===== src/rtl/ipd_match_ctrl.sv =====
// ipd_match_ctrl: sequences one iterated Prisoner's Dilemma match between two players
module ipd_match_ctrl #(
  parameter int NUM_ROUNDS = 200,
  parameter int ROUND_W    = 8,
  parameter int SCORE_W    = 16,
  parameter int PAY_T      = 5,
  parameter int PAY_R      = 3,
  parameter int PAY_P      = 1,
  parameter int PAY_S      = 0,
  parameter int TIMEOUT    = 15
) (
  input  logic               clk,
  input  logic               reset,
  input  logic               start,
  input  logic [ROUND_W-1:0] cfg_rounds,
  output logic               player_rst,
  output logic               round_req,
  input  logic               act_a_valid,
  input  logic               act_a,
  input  logic               act_b_valid,
  input  logic               act_b,
  output logic               opp_to_a,
  output logic               opp_to_b,
  output logic [ROUND_W-1:0] round_idx,
  output logic               last_round,
  output logic [SCORE_W-1:0] score_a,
  output logic [SCORE_W-1:0] score_b,
  output logic [ROUND_W-1:0] coop_a,
  output logic [ROUND_W-1:0] coop_b,
  output logic               busy,
  output logic               done,
  output logic               timeout_err
);
  localparam int TW  = $clog2(TIMEOUT + 1);
  localparam int SW1 = SCORE_W + 1;
  localparam logic [SCORE_W:0] PT = SW1'(PAY_T);
  localparam logic [SCORE_W:0] PR = SW1'(PAY_R);
  localparam logic [SCORE_W:0] PP = SW1'(PAY_P);
  localparam logic [SCORE_W:0] PS = SW1'(PAY_S);
  typedef enum logic [2:0] {IDLE, INIT, REQ, SCORE, UPDATE, DONE} state_t;
  state_t             state;
  logic [ROUND_W-1:0] rounds;
  logic [TW-1:0]      wait_cnt;
  logic               got_a, got_b, act_a_r, act_b_r;
  logic               have_a, have_b, expired, is_last;
  logic [SCORE_W:0]   pay_a, pay_b, sum_a, sum_b;
  assign have_a     = got_a | act_a_valid;
  assign have_b     = got_b | act_b_valid;
  assign expired    = wait_cnt == TW'(TIMEOUT - 1);
  assign is_last    = round_idx == rounds - ROUND_W'(1);
  assign last_round = busy & is_last;
  always_comb begin
    pay_a = act_a_r ? (act_b_r ? PP : PT) : (act_b_r ? PS : PR);
    pay_b = act_b_r ? (act_a_r ? PP : PT) : (act_a_r ? PS : PR);
    sum_a = {1'b0, score_a} + pay_a;
    sum_b = {1'b0, score_b} + pay_b;
  end
  // Outputs are registered alongside the state so each one tracks its state exactly.
  always_ff @(posedge clk or posedge reset) begin
    if (reset) begin
      state       <= IDLE;
      rounds      <= '0;
      wait_cnt    <= '0;
      got_a       <= 1'b0;
      got_b       <= 1'b0;
      act_a_r     <= 1'b0;
      act_b_r     <= 1'b0;
      player_rst  <= 1'b0;
      round_req   <= 1'b0;
      opp_to_a    <= 1'b0;
      opp_to_b    <= 1'b0;
      round_idx   <= '0;
      score_a     <= '0;
      score_b     <= '0;
      coop_a      <= '0;
      coop_b      <= '0;
      busy        <= 1'b0;
      done        <= 1'b0;
      timeout_err <= 1'b0;
    end else begin
      case (state)
        IDLE: if (start) begin
          rounds      <= cfg_rounds == '0 ? ROUND_W'(NUM_ROUNDS) : cfg_rounds;
          score_a     <= '0;
          score_b     <= '0;
          coop_a      <= '0;
          coop_b      <= '0;
          round_idx   <= '0;
          opp_to_a    <= 1'b0;
          opp_to_b    <= 1'b0;
          timeout_err <= 1'b0;
          player_rst  <= 1'b1;
          busy        <= 1'b1;
          state       <= INIT;
        end
        INIT: begin
          player_rst <= 1'b0;
          round_req  <= 1'b1;
          wait_cnt   <= '0;
          got_a      <= 1'b0;
          got_b      <= 1'b0;
          state      <= REQ;
        end
        REQ: begin
          if (!got_a && act_a_valid) begin
            got_a   <= 1'b1;
            act_a_r <= act_a;
          end
          if (!got_b && act_b_valid) begin
            got_b   <= 1'b1;
            act_b_r <= act_b;
          end
          if (have_a && have_b) begin
            round_req <= 1'b0;
            state     <= SCORE;
          end else if (expired) begin
            // A silent player is treated as defecting.
            if (!have_a) act_a_r <= 1'b1;
            if (!have_b) act_b_r <= 1'b1;
            timeout_err <= 1'b1;
            round_req   <= 1'b0;
            state       <= SCORE;
          end else begin
            wait_cnt <= wait_cnt + TW'(1);
          end
        end
        SCORE: begin
          score_a <= sum_a[SCORE_W] ? '1 : sum_a[SCORE_W-1:0];
          score_b <= sum_b[SCORE_W] ? '1 : sum_b[SCORE_W-1:0];
          coop_a  <= coop_a + ROUND_W'(!act_a_r);
          coop_b  <= coop_b + ROUND_W'(!act_b_r);
          state   <= UPDATE;
        end
        UPDATE: begin
          opp_to_a <= act_b_r;
          opp_to_b <= act_a_r;
          if (is_last) begin
            done  <= 1'b1;
            state <= DONE;
          end else begin
            round_idx <= round_idx + ROUND_W'(1);
            round_req <= 1'b1;
            wait_cnt  <= '0;
            got_a     <= 1'b0;
            got_b     <= 1'b0;
            state     <= REQ;
          end
        end
        DONE: begin
          done  <= 1'b0;
          busy  <= 1'b0;
          state <= IDLE;
        end
        default: state <= IDLE;
      endcase
    end
  end
endmodule


===== config.mk =====
export PLATFORM = sky130hd
export DESIGN_NAME = ipd_match_ctrl
export DESIGN_NICKNAME = d
export VERILOG_FILES = /design/src/rtl/ipd_match_ctrl.sv
export SDC_FILE = /design/constraint.sdc
export NUM_CORES = 1
export LEC_CHECK = 0
export ABC_CLOCK_PERIOD_IN_PS = 7150
export CAP_MARGIN = 0
export CORE_MARGIN = 4
export CORE_UTILIZATION = 45
export DETAILED_ROUTE_END_ITERATION = 8
export PLACE_DENSITY = 0.67
export SLEW_MARGIN = 20
export SYNTH_ARGS = -nofsm -noshare
export SYNTH_HDL_FRONTEND = slang
export SYNTH_SLANG_ARGS = --single-unit

===== constraint.sdc =====
create_clock -name clk -period 7.15 [get_ports clk]
set_clock_uncertainty 0.2 [all_clocks]
set_input_delay 1.0725 -clock clk [delete_from_list [all_inputs] [get_ports clk]]
set_output_delay 1.0725 -clock clk [all_outputs]
set_load 0.01 [all_outputs]

==> results.yml <==
outcome:
  run_status: "completed"
floorplan:
  chipWidth_um: 108
  std_cell_rows: 36
  floorplan.initialDensity: 0.462
  top_level_ports: 79
  die_height_um: 108
  floorplan.core_area_mm2: 0.00977
  floorplan.die_area_mm2: 0.0117
worst_setup_path:
  timing.critical_path.from_type: "flip-flop"
  crit_path_cell_chain: "inv_1, ha_1, nor2b_1, o22ai_1, a2111o_1, a211oi_2, and2_1, clkdlybuf4s50_1"
  criticalPathCategory: "flip-flop to output pin"
  crit_arrival_ns: 3.54
  critical-path-max-stage-delay_ns: 0.80
  crit_fanout: 17
  critPathCaptureType: "output pin"
  slowest_stage: "a211oi_2"
  timing.critical_path.max_delay_family: "compound AO/OA/AOI/OAI gates"
  crit_required_ns: 5.88
  critPathBufInv: 2
yosys:
  synth_edf_count: 0
  synth_xor_area_frac: 0.0305
  synth_compound_area_frac: 0.194
  synth_seq_area_share: 0.455
  synth_area_mm2: 0.00451
  synth-simple-area-share: 0.215
  post_synth.cell_area_avg_um2: 8.90
  postSynthCellCount: 507
  yosys.area_share.adder: 0.0477
  synthMuxAreaShare: 0.0177
  nets_in_the_synthesized_netlist: 538
  async_flop_share: 1.00
  synth-main-ff-cell: "dfrtp_1"
  yosys.cell_types.count: 53
  synth-warning-count: 0
  flip_flop_and_latch_count_after_synthesis: 82
  synth_top_family_by_area: "simple AND/OR/NAND/NOR gates"
hold_path:
  worst_min_delay_path_category: "flip-flop to flip-flop"
finish:
  final_layout_size_suffix_gt1_frac: 0.0447
  most_common_cell_after_layout_fill_and_taps_aside: "dfrtp_1"
  finalNetCount: 608
  final_design_area_no_fill_mm2: 0.00567
  multi_input_area_mm2: 0.00228
  antenna_cells: 0
  area_growth_pct: 25.7
  post-route-util: 0.580
  regArea_mm2: 0.00205
  final_cell_mix: "82 x dfrtp_1, 78 x clkdlybuf4s50_1, 56 x nand2_1, 44 x o21ai_0, 43 x nor2_1"
  filler_cell_count: 866
detailed_routing:
  wirelength_um: 11300
  route.detailed.vias_per_inst: 5.63
  num_vias: 4023
  drt.antenna.violating_nets: 0
  drt_drc_violations_left: 0
  drt-initial-drc-count: 233
  wl_per_cell_um: 15.8
  drt_first_pass_iters: 5
clocking:
  cts_num_sinks: 82
  cts_setup_buffers: 0
  inserted_clock_buffers: 9
  cts_clk_pin_slew_worst_paths_ns: 0.08
  clk_path_buf_depth: 2
  insertion_delay_ns: 0.36
  clock_tree_from_tritoncts: "done"
  cts_max_level: 3
  ctsHoldBuffers: 0
  clockRootBuffer: "clkbuf_8"
  post_cts_resized: 0
timing:
  drv_slew: 0
  slew_headroom: 0.312
  tns_ns: 0
  finalSetupViolations: 0
  finalHoldViolCount: 0
  setup_repair_after_global_routing_missed_its_margin: "no"
  final.min_clock_period_ns: 4.82
  tightest_slew_ns: 1.03
  finalCritPeriodShare: 0.674
  max_freq_mhz: 208
global_routing:
  grt_pass1_wl_um: 19300
  grt_start_max_net_pins: 83
  grt_pass1_vias: 4002
  grt_overflow_total: 0
  track_usage: 0.204
  antenna_violations_before_repair: 0
power_and_ir_drop:
  internal-power_mw: 1.14
  leakagePower_nw: 2.41
  total_switching_power_mw: 0.710
  power.combinational.fraction: 0.384
  share_clk_of_total_power: 0.246
  largest_vdd_supply_drop_mv: 0.133
  power_density_mw_per_mm2: 326
  sw_frac_of_total: 0.384
  power.sequential.fraction: 0.370
placed_design:
  gpl.final_weighted_congestion: 0.895
  placement.cell_area_mm2: 0.00539
  portbufs: 78
  detailedPlacementHpwl_um: 7700
job:
  drv.max_cap_violation_count: 0
[power by group through the flow]
stage / Sequential [mW] / Clock, mW / Combinational, mW
floorplan: 0.663 / 0 / 0.487
global placement: 0.686 / 0 / 0.686
detailed placement: 0.691 / 0 / 0.710
CTS: 0.682 / 0.464 / 0.715
global route: 0.702 / 0.485 / 0.800
finish: 0.684 / 0.455 / 0.711
[layer usage]
metal  GRT usage  part of all wire  up-vias
li1            -                 -     1959
met1       0.275              0.47     1947
met2       0.332              0.47      104
met3      0.0370             0.050       13
met4      0.0703             0.013        0
met5           0                 0        -
[synthesized netlist by cell type, types with 5 or more instances]
library cell  instances  area [um2]
a31oi_1              13        81.3
dfrtp_1              82        2050
nor2b_1               7        43.8
ha_1                 14         175
and3_1               10        62.6
nand2_1              56         210
a21oi_1              42         210
nand2b_1              5        31.3
clkbuf_1             19        71.3
inv_1                22        82.6
nor3_1               16        80.1
xor2_1                8        70.1
nand3_1              25         125
nor2_1               43         161
nand4_1              10        62.6
o22ai_1               6        37.5
mux2i_1               8        80.1
and2_1                7        43.8
xnor2_1               5        43.8
a211oi_1              8        60.1
o21ai_0              44         220
[metrics by stage]
step / std cells / total power, mW / worst slack [ns] / hold slack, ns
final: 715 / 1.85 / 2.33 / 0.299
after floorplan: 507 / 1.15 / 3.69 / 0.288
after global placement: 699 / 1.37 / 2.80 / 0.272
after CTS: 715 / 1.86 / 2.31 / 0.301
after global routing: 715 / 1.99 / 2.06 / 0.340
after detailed placement: 699 / 1.40 / 2.69 / 0.289
[final timing paths]
| path | startpoint | endpoint | slack (ns) | cells past startpoint |
|---|---|---|---|---|
| max | rounds[0] | last_round | 2.33 | 8 |
| min | coop_b[7] | coop_b[7] | 0.30 | 1 |
| max reg2reg | rounds[0] | wait_cnt[3] | 3.83 | 8 |
| min reg2reg | coop_b[7] | coop_b[7] | 0.30 | 1 |
| max in group asynchronous | reset | rounds[2] | 5.21 | 3 |
| min in group asynchronous | reset | score_b[3] | 1.03 | 3 |
[flip-flops by register name (all words and copies together) (netlist names), 3 cells and up]
name	cells
coop_b	8
round_idx	8
coop_a	8
score_b	16
state	3
wait_cnt	4
score_a	16
rounds	8
[area by class of cell]
class,instances,area share
Multi-Input combinational cell,380,0.402
Timing Repair Buffer,82,0.144
Clock inverter,6,0.0241
Clock buffer,10,0.0243
Tap cell,133,0.0294
Sequential cell,82,0.362
Inverter,22,0.0148
[kinds of logic (layout without fill, tap and decap cells)]
| logic type | count (synthesis) | in the layout |
|---|---|---|
| and+or+nand+nor | 199 | 199 |
| AOI/OAI and AO/OA | 143 | 143 |
| DFF | 82 | 82 |
| buffers and inverters | 45 | 120 |
| adders and majority gates | 16 | 16 |
| xor gates and xnor gates | 14 | 14 |
| muxes | 8 | 8 |
Power figures use the tool's default switching activity.
